File: config.mk
export PLATFORM = sky130hd
export DESIGN_NAME = cdc_rst_sequencer
export DESIGN_NICKNAME = d
export VERILOG_FILES = /design/src/rtl/cdc_pkg.sv /design/src/rtl/cdc_bit_sync.sv /design/src/rtl/cdc_rst_sequencer.sv
export SDC_FILE = /design/constraint.sdc
export NUM_CORES = 1
export LEC_CHECK = 0
export ABC_AREA = 1
export CAP_MARGIN = 20
export CORE_MARGIN = 4
export CORE_UTILIZATION = 40
export CTS_BUF_LIST = sky130_fd_sc_hd__clkbuf_16
export DETAILED_ROUTE_END_ITERATION = 16
export PLACE_DENSITY = 0.66
export SYNTH_ARGS = -nofsm -noshare
export SYNTH_HDL_FRONTEND = slang
export SYNTH_SLANG_ARGS = --single-unit
File: constraint.sdc
create_clock -name clk -period 1.7 [get_ports clk]
set_input_delay 0.255 -clock clk [delete_from_list [all_inputs] [get_ports clk]]
set_output_delay 0.255 -clock clk [all_outputs]
set_load 0.1 [all_outputs]
File: src/rtl/cdc_pkg.sv
// Shared types and helpers for the reset release sequencer.
package cdc_pkg;

  typedef enum logic [1:0] {
    HOLD     = 2'd0,
    WAIT_RDY = 2'd1,
    SEQ      = 2'd2,
    DONE     = 2'd3
  } rst_seq_state_e;

  // Counter width large enough to hold the largest terminal count without wrapping.
  function automatic int unsigned cnt_width(input int unsigned a, input int unsigned b,
                                            input int unsigned c);
    int unsigned m;
    m = a;
    if (b > m) m = b;
    if (c > m) m = c;
    return $clog2(m + 1);
  endfunction

endpackage

File: src/rtl/cdc_bit_sync.sv
// Multi-flop synchronizer for a single asynchronous level; clears to 0 on async_clr.
module cdc_bit_sync #(
  parameter int unsigned SYNC_FF = 2
) (
  input  logic clk,
  input  logic async_clr,
  input  logic i_d,
  output logic o_q
);

  (* async_reg = "true" *) logic [SYNC_FF-1:0] r_sync;

  // Shift the asynchronous input through the synchronizer chain.
  always_ff @(posedge clk or posedge async_clr) begin
    if (async_clr) r_sync <= '0;
    else           r_sync <= {r_sync[SYNC_FF-2:0], i_d};
  end

  assign o_q = r_sync[SYNC_FF-1];

endmodule

File: src/rtl/cdc_rst_sequencer.sv
// Reset release sequencer: holds reset for MIN_ASSERT cycles, waits for ready (PLL lock),
// then releases N_STAGE reset domains in index order, STAGE_DLY cycles apart.
// Optional WAIT_RDY timeout enabled by defining CDC_RST_SEQ_TIMEOUT_EN.
module cdc_rst_sequencer
  import cdc_pkg::*;
#(
  parameter int unsigned N_STAGE       = 3,
  parameter int unsigned STAGE_DLY     = 16,
  parameter int unsigned MIN_ASSERT    = 8,
  parameter int unsigned READY_SYNC_FF = 2,
  parameter int unsigned TIMEOUT       = 1024
) (
  input  logic               clk,
  input  logic               async_clr,
  input  logic               ready_async,
  input  logic               sw_rst_req,
  output logic [N_STAGE-1:0] rst_out,
  output logic               done,
  output logic               busy,
  output logic               timeout
);

  localparam int unsigned CW = cnt_width(MIN_ASSERT, STAGE_DLY, TIMEOUT);
  localparam int unsigned IW = (N_STAGE > 1) ? $clog2(N_STAGE) : 1;

  localparam logic [CW-1:0] HOLD_LAST  = CW'(MIN_ASSERT - 1);
  localparam logic [CW-1:0] STAGE_LAST = CW'(STAGE_DLY - 1);
  localparam logic [IW-1:0] IDX_LAST   = IW'(N_STAGE - 1);
`ifdef CDC_RST_SEQ_TIMEOUT_EN
  localparam logic [CW-1:0] TO_LAST    = CW'(TIMEOUT - 1);
`endif

  rst_seq_state_e     r_state, w_state_nxt;
  logic [CW-1:0]      r_cnt, w_cnt_nxt;
  logic [IW-1:0]      r_idx, w_idx_nxt;
  logic [N_STAGE-1:0] r_rst, w_rst_nxt;
  logic               r_timeout, w_timeout_nxt;
  logic               r_done, r_busy;
  logic               w_ready_sync;
  logic               w_ready_lost;

  cdc_bit_sync #(
    .SYNC_FF (READY_SYNC_FF)
  ) u_ready_sync (
    .clk       (clk),
    .async_clr (async_clr),
    .i_d       (ready_async),
    .o_q       (w_ready_sync)
  );

`ifdef CDC_RST_SEQ_TIMEOUT_EN
  // Once timed out we run without ready, so its absence must not restart the sequence.
  assign w_ready_lost = ~w_ready_sync & ~r_timeout;
`else
  assign w_ready_lost = ~w_ready_sync;
`endif

  // Next-state, counter, stage index and reset vector.
  always_comb begin
    w_state_nxt   = r_state;
    w_cnt_nxt     = r_cnt;
    w_idx_nxt     = r_idx;
    w_rst_nxt     = r_rst;
    w_timeout_nxt = r_timeout;
    if (sw_rst_req) w_timeout_nxt = 1'b0;
    unique case (r_state)
      HOLD: begin
        w_rst_nxt = '1;
        if (sw_rst_req) begin
          w_cnt_nxt = '0;
        end else if (r_cnt == HOLD_LAST) begin
          w_state_nxt = WAIT_RDY;
          w_cnt_nxt   = '0;
        end else begin
          w_cnt_nxt = r_cnt + CW'(1);
        end
      end
      WAIT_RDY: begin
        if (sw_rst_req) begin
          w_state_nxt = HOLD;
          w_cnt_nxt   = '0;
          w_idx_nxt   = '0;
          w_rst_nxt   = '1;
        end else if (w_ready_sync) begin
          w_state_nxt = SEQ;
          w_cnt_nxt   = '0;
          w_idx_nxt   = '0;
        end
`ifdef CDC_RST_SEQ_TIMEOUT_EN
        else if (r_cnt == TO_LAST) begin
          w_timeout_nxt = 1'b1;
          w_state_nxt   = SEQ;
          w_cnt_nxt     = '0;
          w_idx_nxt     = '0;
        end else begin
          w_cnt_nxt = r_cnt + CW'(1);
        end
`endif
      end
      SEQ: begin
        if (sw_rst_req || w_ready_lost) begin
          w_state_nxt = HOLD;
          w_cnt_nxt   = '0;
          w_idx_nxt   = '0;
          w_rst_nxt   = '1;
        end else if (r_cnt == STAGE_LAST) begin
          // Shifting left clears the lowest still-asserted bit, preserving release order.
          w_rst_nxt = r_rst << 1;
          w_cnt_nxt = '0;
          w_idx_nxt = r_idx + IW'(1);
          if (r_idx == IDX_LAST) w_state_nxt = DONE;
        end else begin
          w_cnt_nxt = r_cnt + CW'(1);
        end
      end
      DONE: begin
        if (sw_rst_req || w_ready_lost) begin
          w_state_nxt = HOLD;
          w_cnt_nxt   = '0;
          w_idx_nxt   = '0;
          w_rst_nxt   = '1;
        end
      end
      default: begin
        w_state_nxt = HOLD;
        w_cnt_nxt   = '0;
        w_idx_nxt   = '0;
        w_rst_nxt   = '1;
      end
    endcase
  end

  // State and registered outputs; done/busy derive from next state so they align with it.
  always_ff @(posedge clk or posedge async_clr) begin
    if (async_clr) begin
      r_state   <= HOLD;
      r_cnt     <= '0;
      r_idx     <= '0;
      r_rst     <= '1;
      r_timeout <= 1'b0;
      r_done    <= 1'b0;
      r_busy    <= 1'b1;
    end else begin
      r_state   <= w_state_nxt;
      r_cnt     <= w_cnt_nxt;
      r_idx     <= w_idx_nxt;
      r_rst     <= w_rst_nxt;
      r_timeout <= w_timeout_nxt;
      r_done    <= (w_state_nxt == DONE);
      r_busy    <= (w_state_nxt != DONE);
    end
  end

  assign rst_out = r_rst;
  assign done    = r_done;
  assign busy    = r_busy;
  assign timeout = r_timeout;

endmodule

==> Word level (Yosys, flattened, before mapping) <==
Cells that the tools add are included.
{ "op_classes": {"addsub": 2, "mux": 28, "n_eq_ne": 12, "n_bitwise": 1, "n_reduce_logical": 6} }
{ "op_table": {"columns": ["op", "n"], "rows": [
  ["$mux W11", 7],
  ["$pmux W11 S4", 1],
  ["$mux W2", 13],
  ["$mux W3", 4],
  ["$pmux W3 S4", 1],
  ["$add A11 B1 Y11 const B", 1],
  ["$eq A11 B3 Y1 const B", 1],
  ["$eq A11 B4 Y1 const B", 1],
  ["$eq A2 B2 Y1 const B", 4],
  ["$pmux W2 S4", 1],
  ["$ne A2 B2 Y1 const B", 3],
  ["$pmux W2 S3", 1],
  ["$reduce_and A4 Y1", 1],
  ["$ne A3 B2 Y1 const B", 1],
  ["$ne A3 B3 Y1 const B", 1],
  ["$reduce_and A3 Y1", 1],
  ["$reduce_bool A3 Y1", 1],
  ["$add A2 B1 Y2 const B", 1],
  ["$eq A2 B1 Y1 const B", 1],
  ["$logic_not A2 Y1", 1],
  ["$reduce_and A2 Y1", 1],
  ["$logic_or A1 B1 Y1", 1],
  ["$not A1 Y1", 1]
]} }
{ "totals": {"regBits": 22, "output_inout_bits": 6, "inputBits": 4} }

==> Longest topological paths before layout <==
{ "logic_depth": {"depth_word": 6, "depth_mapped": 10, "depth_no_buf": 9} }

==> By module <==
Synthesis repeated with hierarchy kept, for this count alone.
{ "unflattened": {"hier_cells": 175, "hier_area_um2": 1325.0} }
{ "modules_own_cells": {"columns": ["module", "instances", "cells_each", "area_per_inst_um2", "seq_area_each_um2"], "rows": [
  ["cdc_rst_sequencer", 1, 172, 1271.2, 505.5],
  ["cdc_bit_sync", 1, 3, 53.8, 50.0]
]} }

==> Worst setup path before layout <==
OpenSTA, ideal clock, no wires.
{ "synth_path": {"kind": "register to register", "from": "register r_cnt[0]", "to": "register r_cnt[5]", "setup_time_ns": 0.122, "slack_ns": 0.403, "n_path_buf": 0, "t_required_ns": 1.578, "synth_period_minus_slack_ns": 1.297, "arrival_time_ns": 1.174, "path_stages_with_launch": 9, "path_cell_list": "dfrtp_1 ha_1 nand3_2 nor2_4 nand2_4 nand2_8 nand3_4 inv_4 nor2_2"} }
{ "synth_between": {"elab_chain_cells": 4, "word_cells_on_any_way": 8, "classes_between": "add/sub (1); eq/ne (2); mux (5)"} }
{ "synth_rtl": {"columns": ["element", "line_no", "text"], "rows": [
  ["start: declaration", "cdc_rst_sequencer.sv:34", "logic [CW-1:0] r_cnt, w_cnt_nxt;"],
  ["start signal: assignment", "cdc_rst_sequencer.sv:145", "r_cnt <= w_cnt_nxt;"],
  ["$add A11 B1 Y11 (tied with other cells)", "cdc_rst_sequencer.sv:75, cdc_rst_sequencer.sv:113", null],
  ["$mux W11, on equally long branches", "cdc_rst_sequencer.sv:106, cdc_rst_sequencer.sv:71", null],
  ["$mux W11, on equally long branches", "cdc_rst_sequencer.sv:101, cdc_rst_sequencer.sv:69", null],
  ["$pmux W11 S4 *", "cdc_rst_sequencer.sv:66", "unique case (r_state)"]
]} }
Every way passes the cells marked *; elsewhere a longest branch is shown, timed or not.
A chain may end at the register's enable or synchronous reset.

==> Worst setup path in the final report <==
{ "layout_path": {"from": "input sw_rst_req", "to": "register r_cnt[3]"} }
{ "layout_between": {"elab_chain_cells": 3, "word_cells_on_any_way": 8, "classes_between": "eq/ne (2); mux (4); reduce/logical (2)"} }
{ "layout_rtl": {"columns": ["element", "line_no", "text"], "rows": [
  ["start: declaration", "cdc_rst_sequencer.sv:16", "input logic sw_rst_req,"],
  ["$logic_or A1 B1 Y1", "cdc_rst_sequencer.sv:101, cdc_rst_sequencer.sv:117", null],
  ["$mux W11 / $ne A2 B2 Y1 (equally long branches)", null, null],
  ["$pmux W11 S4 / $reduce_and A2 Y1 (equally long branches)", null, null]
]} }
Parallel ways exist; a longest one is shown, timed or not.

==> key figures <==
Synthesis
  – Post-synthesis register bit count: 22
  – Synth area leaders: dfrtp_1, nand2_1, dfstp_2
  – Sequential area share after synthesis: 0.4319
  – Count leader, synth: nand2_1
  – Synth area leader: dfrtp_1
  – Synth Area in Simple Gates: 0.3784
  – Adder-Cell Fraction of Synth Area: 0.01946
  – Synth async-reset ratio: 1.000
  – Post-synth EDFFs: 0
  – Top-area cell type share of the netlist area: 0.3502
  – Yosys warnings: 0
  – Multiplexer area fraction after synthesis: 0
  – Post-synth top flop: dfrtp_1
  – Largest family of logic cells by synthesized area: simple AND/OR/NAND/NOR gates
  – XOR/XNOR share of the synthesized area: 0.02626
  – Syn Nets: 168
  – Top cells by count, synth: nand2_1, inv_1, dfrtp_1, nor2_1
  – Synth Instances: about 160
  – Mapped Area: between 1000 and 1500 sq um
  – Netlist cell types: 27
  – Area fraction in compound gates after synthesis: 0.03696
  – Avg Synthesized Cell Area: about 8 sq um

Setup path
  – Worst r2r dst: r_cnt[5]
  – Kind of critical path: in2reg
  – Reg2Reg Depth: 8
  – Critical path endpoint category: register
  – Worst-path cell chain: clkdlybuf4s50_1, nor2_4, nand3_2, nand2_1, xor2_1, inv_1, nand2_1, inv_1
  – Critical Path Start: sw_rst_req
  – Required @ worst endpoint: between 1.5 and 2 ns
  – Max incr delay on CP: between 0.4 and 0.5 ns
  – R2R Path Start: r_cnt[0]
  – Critical path endpoint: r_cnt[3]
  – CP Max Fanout: 10
  – Worst path slowest cell: clkdlybuf4s50_1
  – Critical Path Source Type: input pin
  – WP data arrival: approximately 1.6 ns
  – R2R Setup Slk: 0.26 ns

Cells and area
  – Cell Count, Final, Fillers Out: 220
  – Antenna Cells: 0
  – Share of cells above drive strength 1: 0.2670
  – Final net count: ~180
  – Synthesis-to-finish area growth: 21.11%

Timing
  – Max-slew violations: 0
  – Clock skew: about 0.0038 ns
  – Setup TNS: 0 ns
  – Worst setup margin: 0.2534 ns
  – Fmax achieved: just under 700 MHz
  – Min Tclk post-route: approximately 1.4 ns
  – Tcrit/Tclk final: 0.8509
  – Number of hold violations in the final report: 0
  – Setup-failing EPs final: 0
  – RSZ-0062 raised after global routing: no

Route
  – Total vias in the final route: 983
  – Via density: ~4.5
  – Met3 wire len: around 74 um
  – Final WL: around 2300 um
  – Highest routed metal layer: met4
  – DR WL/cell: about 11 um
  – 1st-iter DRT viols: 21
  – Met1 Wirelength: between 1000 and 1500 um
  – DR WL met2: roughly 1200 um
  – First-pass DRT Iterations: 4
  – Number of remaining DRC errors: 0
  – DRT antenna net count: 0

Die
  – Io pins: 10
  – Site Rows: 20
  – Die Height: 64.71 um
  – Initial cell density of the core: 0.4213
  – Die width: approximately 65 um
  – DIE AREA: around 4200 sq um
  – Core footprint: 3053 sq um

Outcome
  – Outcome: completed

Clock tree
  – Clock sinks: 22
  – CTS resizes: 0
  – Clk_lat worst skew: about 0.25 ns
  – Total CTS buffers: 3
  – Bufs on Longest Clock Path: 2
  – CTS tree: yes
  – Htree depth: 1
  – CTS root buf: clkbuf_16
  – Post-CTS Setup Inserts: 0
  – Worst-path clk slew: ~0.060 ns
  – Post-CTS Hold Buffers: 0

Global route
  – Pin count of the biggest net entering global routing: 13
  – Vias in the first global route: around 1k
  – Total grt overflow: 0
  – Antenna violations before repair: 0
  – Total GRT Usage: 0.1283
  – First-pass GRT wire length: ~4200 um

Placement
  – Placed Cells: 216
  – Dpl hpwl: about 1800 um
  – Port buffer count: 8
  – DP Worst Slack: roughly 0.0046 ns
  – Routability cong.: about 0.8

Flow run
  – Max cap viols: 0

Power
  – Maximum vdd ir drop: approximately 0.56 mV
  – Tot Pwr: approximately 1.7 mW
  – Power per cell area: 1074 nW/um^2
  – P_leak: slightly below 0.8 nW

Worst hold path
  – HP Class: in2async
==> through the flow <==
step                      area, sq um  hold WS (ns)    util
final                            1558        0.2947  0.5102
after global routing             1558        0.3268  0.5102
after CTS                        1558        0.2973  0.5102
after detailed placement         1479        0.3517  0.4844
after global placement           1479        0.3339  0.4844
after floorplan                  1286        0.2413       -
==> power by group <==
group / switching [mW] / internal (mW) / leakage [nW]
Combinational: 0.349 / 0.178 / 0.459
Sequential: 0.0609 / 0.591 / 0.286
Clock: 0.181 / 0.313 / 0.0423
Total: 0.590 / 1.08 / 0.787
==> final cells by class <==
cell class,instances,area (sq um)
multi-input cells,110,596.8
inverters,27,103.9
well taps,44,55.05
flip-flops and latches,22,555.5
clock inverters,1,3.754
clock buffers,3,75.07
fillers,306,1495
repair buffers,13,167.7
==> cell families after synthesis <==
| logic type | after synthesis |
|---|---|
| other | 1 |
| AO/OA/AOI/OAI | 9 |
| AND/OR/NAND/NOR | 95 |
| flip-flops | 22 |
| XOR/XNOR | 3 |
| adder cells (fa/ha/maj) | 2 |
| buffers and inverters | 30 |
==> placed cells by master, fill, tap and decap left out <==
cell type	n
conb_1	1
o21ai_1	4
ha_1	2
o31ai_1	1
nor2_1	15
nand3_4	1
nor2_2	8
nand2_2	5
xor2_2	1
clkdlybuf4s50_1	3
buf_4	5
nand2_1	46
dfrtp_1	18
o21ai_0	2
inv_4	1
nand2_8	1
nand3_1	8
buf_12	5
nand3_2	2
nor2_4	2
nand2_4	2
nand4_1	3
dfstp_2	4
xor2_1	2
inv_2	7
nand3b_1	2
inv_1	20
a21oi_1	2
clkbuf_16	3
==> worst min path at each step <==
stage	endpoint	slack [ns]	cells after the start
2_1_floorplan	done	0.24	1
3_3_place_gp	u_ready_sync.r_sync[1]	0.33	0
3_5_place_dp	u_ready_sync.r_sync[1]	0.35	0
4_1_cts	r_cnt[0]	0.30	3
5_1_grt	r_cnt[9]	0.33	3
6_report	r_cnt[0]	0.29	3
==> worst max-delay path: cells and delay by family <==
| family | cells | cell delay, ns |
|---|---|---|
| simple gates | 4 | 0.60 |
| buf+inv | 3 | 0.57 |
| xor+xnor | 1 | 0.16 |
==> flip-flops by register name, summed over array words and instances, names as in the netlist <==
signal and flops:
r_state 2, busy 1, u_ready_sync.r_sync 2, r_cnt 11, r_idx 2, done 1, rst_out 3
==> per-layer routing <==
layer / track usage / vias up
met3: 0.04159 / 4
met2: 0.2299 / 14
li1: - / 521
met4: 0.04485 / 0
met5: 0 / -
met1: 0.1407 / 444
Power figures use the tool's default switching activity.
